**src/rtl/iir_cfg_pkg.sv**
```systemverilog
// Shared types for the IIR coefficient loader.
// Optional bypass-hold behaviour is enabled with IIR_CFG_BYPASS_HOLD_EN.
package iir_cfg_pkg;

  localparam int NUM_COEFF = 5;
  localparam int DEF_COEFF_WIDTH = 20;

  typedef enum logic [2:0] {
    B0 = 3'd0,
    B1 = 3'd1,
    B2 = 3'd2,
    A1 = 3'd3,
    A2 = 3'd4
  } coeff_idx_e;

  typedef enum logic [2:0] {
    IDLE,
    WRITE,
    WAIT,
    CHECK,
    HOLD
  } loader_state_e;

  typedef logic signed [NUM_COEFF-1:0][DEF_COEFF_WIDTH-1:0] coeff_bank_t;

  function automatic logic [31:0] unity_coeff(input int frac);
    return 32'd1 << frac;
  endfunction

endpackage

```
**src/rtl/iir_coeff_loader_if.sv**
```systemverilog
// Config-bus handshake between register block and coefficient loader.
// Master drives words and commit; slave returns ready.
interface iir_coeff_loader_if #(
  parameter int COEFF_WIDTH = 20
);
  logic                   cfg_valid;
  logic                   cfg_ready;
  logic [2:0]             cfg_addr;
  logic [COEFF_WIDTH-1:0] cfg_data;
  logic                   cfg_commit;

  modport master (
    output cfg_valid,
    output cfg_addr,
    output cfg_data,
    output cfg_commit,
    input  cfg_ready
  );

  modport slave (
    input  cfg_valid,
    input  cfg_addr,
    input  cfg_data,
    input  cfg_commit,
    output cfg_ready
  );
endinterface

```
**src/rtl/iir_coeff_shadow.sv**
```systemverilog
// Five-entry shadow coefficient bank with address decode and sticky addr_err.
// o_bank_nxt exposes the bank including this beat's write.
module iir_coeff_shadow
  import iir_cfg_pkg::*;
#(
  parameter int COEFF_WIDTH = 20,
  parameter int COEFF_FRAC  = 18
) (
  input  logic                             clk,
  input  logic                             rst_n,
  input  logic                             i_we,
  input  logic                             i_clr,
  input  logic [2:0]                       i_addr,
  input  logic [COEFF_WIDTH-1:0]           i_data,
  output logic [NUM_COEFF*COEFF_WIDTH-1:0] o_bank_nxt,
  output logic                             o_addr_err
);

  localparam int BW = NUM_COEFF * COEFF_WIDTH;
  localparam logic [COEFF_WIDTH-1:0] UNITY =
    COEFF_WIDTH'(unity_coeff(COEFF_FRAC));
  localparam logic [BW-1:0] RST_BANK =
    {{(BW-COEFF_WIDTH){1'b0}}, UNITY};

  logic [BW-1:0] r_bank;
  logic [BW-1:0] w_bank_nxt;
  logic          r_addr_err;
  logic          w_addr_ok;

  assign w_addr_ok = (i_addr <= 3'(A2));

  always_comb begin
    w_bank_nxt = r_bank;
    if (i_we && w_addr_ok)
      w_bank_nxt[int'(i_addr)*COEFF_WIDTH +: COEFF_WIDTH] = i_data;
  end

  // A bad address on a commit beat still reports: set beats clear
  always_ff @(posedge clk or negedge rst_n) begin
    if (!rst_n) begin
      r_bank     <= RST_BANK;
      r_addr_err <= 1'b0;
    end else begin
      r_bank <= w_bank_nxt;
      if (i_we && !w_addr_ok)
        r_addr_err <= 1'b1;
      else if (i_clr)
        r_addr_err <= 1'b0;
    end
  end

  assign o_bank_nxt = w_bank_nxt;
  assign o_addr_err = r_addr_err;

endmodule

```
**src/rtl/iir_coeff_loader.sv**
```systemverilog
// Atomic IIR coefficient loader with readback verify and retry.
// Define IIR_CFG_BYPASS_HOLD_EN to add the bypass-hold phase.
module iir_coeff_loader
  import iir_cfg_pkg::*;
#(
  parameter int COEFF_WIDTH  = 20,
  parameter int COEFF_FRAC   = 18,
  parameter int READBACK_LAT = 2,
  parameter int MAX_RETRY    = 2,
  parameter int HOLD_CYCLES  = 16
) (
  input  logic                             clk,
  input  logic                             rst_n,
  iir_coeff_loader_if.slave                cfg,
  output logic                             coeff_wr_en,
  output logic [NUM_COEFF*COEFF_WIDTH-1:0] coeff_in,
  input  logic [NUM_COEFF*COEFF_WIDTH-1:0] coeff_out,
  output logic                             busy,
  output logic                             done,
  output logic                             load_err,
  output logic                             addr_err,
  output logic                             iir_bypass
);

  localparam int BW = NUM_COEFF * COEFF_WIDTH;
  localparam logic [COEFF_WIDTH-1:0] UNITY =
    COEFF_WIDTH'(unity_coeff(COEFF_FRAC));
  localparam logic [BW-1:0] RST_BANK =
    {{(BW-COEFF_WIDTH){1'b0}}, UNITY};
  // One down-counter serves both the readback wait and the hold
  localparam int CNT_MAX =
    (READBACK_LAT > HOLD_CYCLES) ? READBACK_LAT : HOLD_CYCLES;
  localparam int CNT_W = $clog2(CNT_MAX + 1);

  loader_state_e    r_state;
  logic [CNT_W-1:0] r_cnt;
  logic [2:0]       r_retry;
  logic             r_ready;
  logic             r_wr_en;
  logic [BW-1:0]    r_coeff_in;
  logic             r_busy;
  logic             r_done;
  logic             r_load_err;
  logic             w_accept;
  logic             w_commit;
  logic [BW-1:0]    w_bank_nxt;

  assign w_accept = cfg.cfg_valid & r_ready;
  assign w_commit = w_accept & cfg.cfg_commit;

  iir_coeff_shadow #(
    .COEFF_WIDTH (COEFF_WIDTH),
    .COEFF_FRAC  (COEFF_FRAC)
  ) u_shadow (
    .clk        (clk),
    .rst_n      (rst_n),
    .i_we       (w_accept),
    .i_clr      (w_commit),
    .i_addr     (cfg.cfg_addr),
    .i_data     (cfg.cfg_data),
    .o_bank_nxt (w_bank_nxt),
    .o_addr_err (addr_err)
  );

`ifdef IIR_CFG_BYPASS_HOLD_EN
  logic r_bypass;
`endif

  always_ff @(posedge clk or negedge rst_n) begin
    if (!rst_n) begin
      r_state    <= IDLE;
      r_cnt      <= '0;
      r_retry    <= '0;
      r_ready    <= 1'b1;
      r_wr_en    <= 1'b0;
      r_coeff_in <= RST_BANK;
      r_busy     <= 1'b0;
      r_done     <= 1'b0;
      r_load_err <= 1'b0;
`ifdef IIR_CFG_BYPASS_HOLD_EN
      r_bypass   <= 1'b0;
`endif
    end else begin
      r_wr_en <= 1'b0;
      r_done  <= 1'b0;
      unique case (r_state)
        IDLE: begin
          // Strobe and bus launch together so the IIR sees both in WRITE
          if (w_commit) begin
            r_state    <= WRITE;
            r_ready    <= 1'b0;
            r_busy     <= 1'b1;
            r_wr_en    <= 1'b1;
            r_coeff_in <= w_bank_nxt;
            r_load_err <= 1'b0;
`ifdef IIR_CFG_BYPASS_HOLD_EN
            r_bypass   <= 1'b1;
`endif
          end
        end
        WRITE: begin
          r_state <= WAIT;
          r_cnt   <= CNT_W'(READBACK_LAT);
        end
        WAIT: begin
          r_cnt <= r_cnt - CNT_W'(1);
          if (r_cnt <= CNT_W'(1))
            r_state <= CHECK;
        end
        CHECK: begin
          if (coeff_out == r_coeff_in) begin
            r_done  <= 1'b1;
            r_retry <= '0;
`ifdef IIR_CFG_BYPASS_HOLD_EN
            r_state <= HOLD;
            r_cnt   <= CNT_W'(HOLD_CYCLES);
`else
            r_state <= IDLE;
            r_busy  <= 1'b0;
            r_ready <= 1'b1;
`endif
          end else if (r_retry < 3'(MAX_RETRY)) begin
            r_retry <= r_retry + 3'd1;
            r_state <= WRITE;
            r_wr_en <= 1'b1;
          end else begin
            r_load_err <= 1'b1;
            r_retry    <= '0;
            r_state    <= IDLE;
            r_busy     <= 1'b0;
            r_ready    <= 1'b1;
          end
        end
`ifdef IIR_CFG_BYPASS_HOLD_EN
        HOLD: begin
          r_cnt <= r_cnt - CNT_W'(1);
          if (r_cnt <= CNT_W'(1)) begin
            r_state  <= IDLE;
            r_busy   <= 1'b0;
            r_ready  <= 1'b1;
            r_bypass <= 1'b0;
          end
        end
`endif
        default: begin
          r_state <= IDLE;
          r_busy  <= 1'b0;
          r_ready <= 1'b1;
        end
      endcase
    end
  end

  assign cfg.cfg_ready = r_ready;
  assign coeff_wr_en   = r_wr_en;
  assign coeff_in      = r_coeff_in;
  assign busy          = r_busy;
  assign done          = r_done;
  assign load_err      = r_load_err;
`ifdef IIR_CFG_BYPASS_HOLD_EN
  assign iir_bypass    = r_bypass;
`else
  assign iir_bypass    = 1'b0;
`endif

endmodule

```
**src/flat_wrapper.sv**
```systemverilog
// flat-port wrapper written by rule: the top's interface ports become plain ports
module iir_coeff_loader_flat import iir_cfg_pkg::*;
#(
  parameter int COEFF_WIDTH  = 20,
  parameter int COEFF_FRAC   = 18,
  parameter int READBACK_LAT = 2,
  parameter int MAX_RETRY    = 2,
  parameter int HOLD_CYCLES  = 16
)
  (clk, rst_n, coeff_wr_en, coeff_in, coeff_out, busy, done, load_err, addr_err, iir_bypass, cfg_cfg_valid, cfg_cfg_addr, cfg_cfg_data, cfg_cfg_commit, cfg_cfg_ready);
  iir_coeff_loader_if #(.COEFF_WIDTH(COEFF_WIDTH)) cfg_i ();
  input  logic clk;
  input  logic rst_n;
  output logic coeff_wr_en;
  output logic [NUM_COEFF*COEFF_WIDTH-1:0] coeff_in;
  input  logic [NUM_COEFF*COEFF_WIDTH-1:0] coeff_out;
  output logic busy;
  output logic done;
  output logic load_err;
  output logic addr_err;
  output logic iir_bypass;
  input wire logic [$bits(cfg_i.cfg_valid)-1:0] cfg_cfg_valid;
  input wire logic [$bits(cfg_i.cfg_addr)-1:0] cfg_cfg_addr;
  input wire logic [$bits(cfg_i.cfg_data)-1:0] cfg_cfg_data;
  input wire logic [$bits(cfg_i.cfg_commit)-1:0] cfg_cfg_commit;
  output wire logic [$bits(cfg_i.cfg_ready)-1:0] cfg_cfg_ready;
  assign cfg_i.cfg_valid = cfg_cfg_valid;
  assign cfg_i.cfg_addr = cfg_cfg_addr;
  assign cfg_i.cfg_data = cfg_cfg_data;
  assign cfg_i.cfg_commit = cfg_cfg_commit;
  assign cfg_cfg_ready = cfg_i.cfg_ready;
  iir_coeff_loader #(.COEFF_WIDTH(COEFF_WIDTH), .COEFF_FRAC(COEFF_FRAC), .READBACK_LAT(READBACK_LAT), .MAX_RETRY(MAX_RETRY), .HOLD_CYCLES(HOLD_CYCLES)) u_core (.clk(clk), .rst_n(rst_n), .cfg(cfg_i), .coeff_wr_en(coeff_wr_en), .coeff_in(coeff_in), .coeff_out(coeff_out), .busy(busy), .done(done), .load_err(load_err), .addr_err(addr_err), .iir_bypass(iir_bypass));
endmodule
```
**config.mk**
```make
export PLATFORM = sky130hd
export DESIGN_NAME = iir_coeff_loader_flat
export DESIGN_NICKNAME = d
export VERILOG_FILES = /design/src/rtl/iir_cfg_pkg.sv /design/src/rtl/iir_coeff_loader_if.sv /design/src/rtl/iir_coeff_shadow.sv /design/src/rtl/iir_coeff_loader.sv /design/src/flat_wrapper.sv
export SDC_FILE = /design/constraint.sdc
export NUM_CORES = 1
export LEC_CHECK = 0
export ABC_AREA = 0
export CAP_MARGIN = 15
export CORE_UTILIZATION = 47
export CTS_CLUSTER_SIZE = 10
export DETAILED_ROUTE_END_ITERATION = 10
export PLACE_DENSITY = 0.77
export REMOVE_ABC_BUFFERS = 1
export SLEW_MARGIN = 20
export SYNTH_ARGS = -nofsm -noshare
export SYNTH_HDL_FRONTEND = slang
export SYNTH_SLANG_ARGS = --single-unit
```
**constraint.sdc**
```tcl
create_clock -name clk -period 2.4 [get_ports clk]
set_input_delay 0.48 -clock clk [delete_from_list [all_inputs] [get_ports clk]]
set_output_delay 0.48 -clock clk [all_outputs]
set_load 0.05 [all_outputs]
```
==> summary.md <==
| Metric | Value |
|---|---|
| Status | finished, violations left |
| Failing checks | negative setup slack |
| Initial antenna violation count | 0 |
| ANT cells | 0 |
| Switching share of power | just under 40% |
| Routed WL | ~44000 um |
| Die Footprint | between 20000 and 25000 um^2 |
| Root Buffer | clkbuf_16 |
| Global routing usage on met2 | a little under three fifths |
| Total clock sinks | between 200 and 250 |
| TritonCTS clock tree | yes |
| CTS max path bufs | 3 |
| GPL Wtd Cong | 0.943 |
| Sw power | ~7200 uW |
| Synthesized area | roughly 11000 um^2 |
| Initial Util | approximately 48% |
| Tot Pwr | ~18000 uW |
| GRT Overall Usage | 34.5% |
| CTS buffer count | 26 |
| Worst-path fanout max | 5 |
| Clock Pin Slew Worst Setup and Hold Paths | 60 ps |
| Layout area overhead | 63.6% |
| Pwr dens | slightly below 1000 nW/um^2 |
| Sequential share of the synthesized area | ~48% |
| Vias per cell | between 5 and 6 |
| Fmax achieved | roughly 340 MHz |
| Synth cell types | 60 |
| Final worst-path cycle share | 122% |
| Worst skew pair latency | around 530 ps |
| Highest-count cells in the layout ignoring fill and taps | 229 x buf_4, 217 x clkdlybuf4s50_1, 213 x dfrtp_1 |
| Core area | around 23000 um^2 |
| Endpoints failing setup | between 150 and 200 |
| Post-Place Worst Slack | -1670 ps |
| Startpoint Class | input port |
| HPWL after detailed placement | between 30000 and 40000 um |
| Worst Tran Pin Value | between 500 and 600 ps |
| Global route overflow | 0 |
| Synth Instances | 970 |
| Reg power frac | 30.8% |
| M3 GR Usage | 5.40% |
| Yosys reg bits | 216 |
| CP Capture Type | flip-flop |
| Setup Skew | about 11 ps |
| Worst Path Arrival | 3340 ps |
| Share of cells above drive strength 1 | between 40% and 50% |
| # rows | 56 |
| Final worst setup slack | -538 ps |
| Pins Over Slew Limit | 0 |
| DRC viols | 0 |
| Number of global-route vias before repair | between 10000 and 15000 |
| Via Count | between 10000 and 15000 |
| Count of input and output buffers | 232 |
| Pint | between 10000 and 15000 uW |
| Worst vdd ir | approximately 0.88 mV |
| Warnings from Yosys | 0 |
| Htree depth | 1 |
| DRT iter0 DRCs | ~750 |
| Fin Hold WS | a little under 400 ps |
| RSZ-0062 raised after global routing | true |
| Clk pwr share | approximately 20% |
| Fin. Hold Viols | 0 |
| Min-Delay Path Class | input port to asynchronous set/reset pin |
| Nets | roughly 1600 |
| Static Leak | 0.00843 uW |
| Ys async rst share | 100% |
| Critical path start-end classification | input port to flip-flop |
| Primary FF master, synth | dfrtp_1 |
| Largest net degree at the start of global routing | 76 |
| Max cap viols | 0 |
| Syn avg cell area | roughly 12 um^2 |
| Die span in x | between 150 and 200 um |
| First-pass GRT wire length | 62600 um |
| Pre-antenna DRT Iters | 6 |
| Reg2Reg Depth | 7 |
| Met1 usage | 46.2% |
| Drt wl/cell | 24.1 um |
| Die Y | between 150 and 200 um |
| Post-synth EDFFs | 0 |
| Comb power frac | between 40 and 50% |
| Slew HR | about three fifths |
| Core Util, Final | between 70% and 80% |
| CP required | ~2800 ps |
| Final min period | about 2900 ps |
| I/O pin count | 234 |
| Layer with the highest usage | met2 |
| RR Startpoint | u_core.coeff_in[18] |
| Setup slack, reg-to-reg | -160 ps |
| Post-detailed-route count of antenna-violating nets | 0 |
| R2r endpoint | u_core.coeff_wr_en |
| Commonest non-fill, non-tap cell in the layout | buf_4 |
## registers in the layout, summed over array words and instances (netlist names)
| signal | cells |
|---|---|
| u_core.r_state | 2 |
| u_core.busy | 1 |
| u_core.r_retry | 3 |
| u_core.coeff_in | 100 |
| u_core.cfg.cfg_ready | 1 |
| u_core.u_shadow.r_bank | 100 |
| u_core.done | 1 |
| u_core.coeff_wr_en | 1 |
| u_core.u_shadow.o_addr_err | 1 |
| u_core.r_cnt | 5 |
| u_core.load_err | 1 |
## worst max-delay path, stage by stage
cell,delay [ps]
buf_8,100
ha_4,160
buf_6,110
ha_4,280
inv_1,60
and3_4,160
ha_4,260
nand4_1,190
buf_6,220
buf_4,140
nor2_4,220
a21boi_4,250
buf_6,130
mux2_4,300
mux2_2,260
## per-layer routing
metal / wire (um) / share of wire, %
met1: 18100 / 41
met2: 21000 / 48
met3: 2910 / 6.6
met4: 1750 / 4.0
met5: 0 / 0
## repair_timing
action,in CTS,in global routing
setup endpoints to repair,218,208
hold buffers,1,0
pin swaps,42,43
gates resized for setup,190,132
hold endpoints to repair,18,0
cloned,1,1
buffers inserted,25,31
## area by class of cell
type / count / area, um^2
timing repair buffer: 532 / 5020
sequential: 216 / 5410
fill: 1492 / 5080
tap: 319 / 399
multi-input combinational: 678 / 6660
clock buffer: 36 / 719
clock inverter: 3 / 65.1
inverter: 30 / 113
## logic make-up after synthesis
family,Yosys count,share of synthesized area [%]
buf+inv,76,2.66
other cells,1,0.0333
compound gates,151,9.42
flops,216,48.1
xor+xnor,95,7.40
simple gates,202,9.41
fa+ha+maj,15,1.67
mux,214,21.3
## power by group through the flow
| stage | Combinational, uW | Clock (uW) | Sequential [uW] |
|---|---|---|---|
| after detailed placement | 7920 | 0 | 5610 |
| after global routing | 9270 | 3930 | 5730 |
| after global placement | 7790 | 0 | 5570 |
| final | 8860 | 3750 | 5620 |
| after CTS | 8320 | 3790 | 5580 |
| after floorplan | 2620 | 0 | 7410 |
## how the worst max path moves through the flow
stage	startpoint	to	depth (start not counted)
after floorplan	u_core.cfg.cfg_ready	u_core.coeff_in[18]	3
after global placement	cfg_cfg_addr[0]	u_core.coeff_in[6]	15
after detailed placement	cfg_cfg_addr[0]	u_core.coeff_in[83]	16
after CTS	cfg_cfg_addr[2]	u_core.coeff_in[73]	11
after global routing	cfg_cfg_addr[0]	u_core.coeff_in[46]	15
final	cfg_cfg_addr[0]	u_core.coeff_in[45]	15
## cells in the mapped netlist (14+ instances only)
master	instances	area share (%)
a21oi_1	14	0.62
nand3_1	24	1.1
clkbuf_1	35	1.2
nor4_1	16	0.89
mux2_2	193	19
nand2_1	55	1.8
mux2i_1	20	1.8
xor2_1	41	3.2
dfrtp_1	213	47
nand4_1	23	1.3
o21ai_0	23	1.0
nor2_1	35	1.2
ha_1	15	1.7
xnor2_1	54	4.2
o22ai_1	36	2.0
inv_1	29	0.97
## metrics by stage
stage,TNS (ps),instance area [um^2],std cells
floorplan,-471670,11100,924
global placement,-262420,15800,1721
detailed placement,-273530,15800,1721
global route,-64940,18400,1814
CTS,-42750,17600,1787
finish,-55220,18400,1814
(Power assumes the default switching activity.)
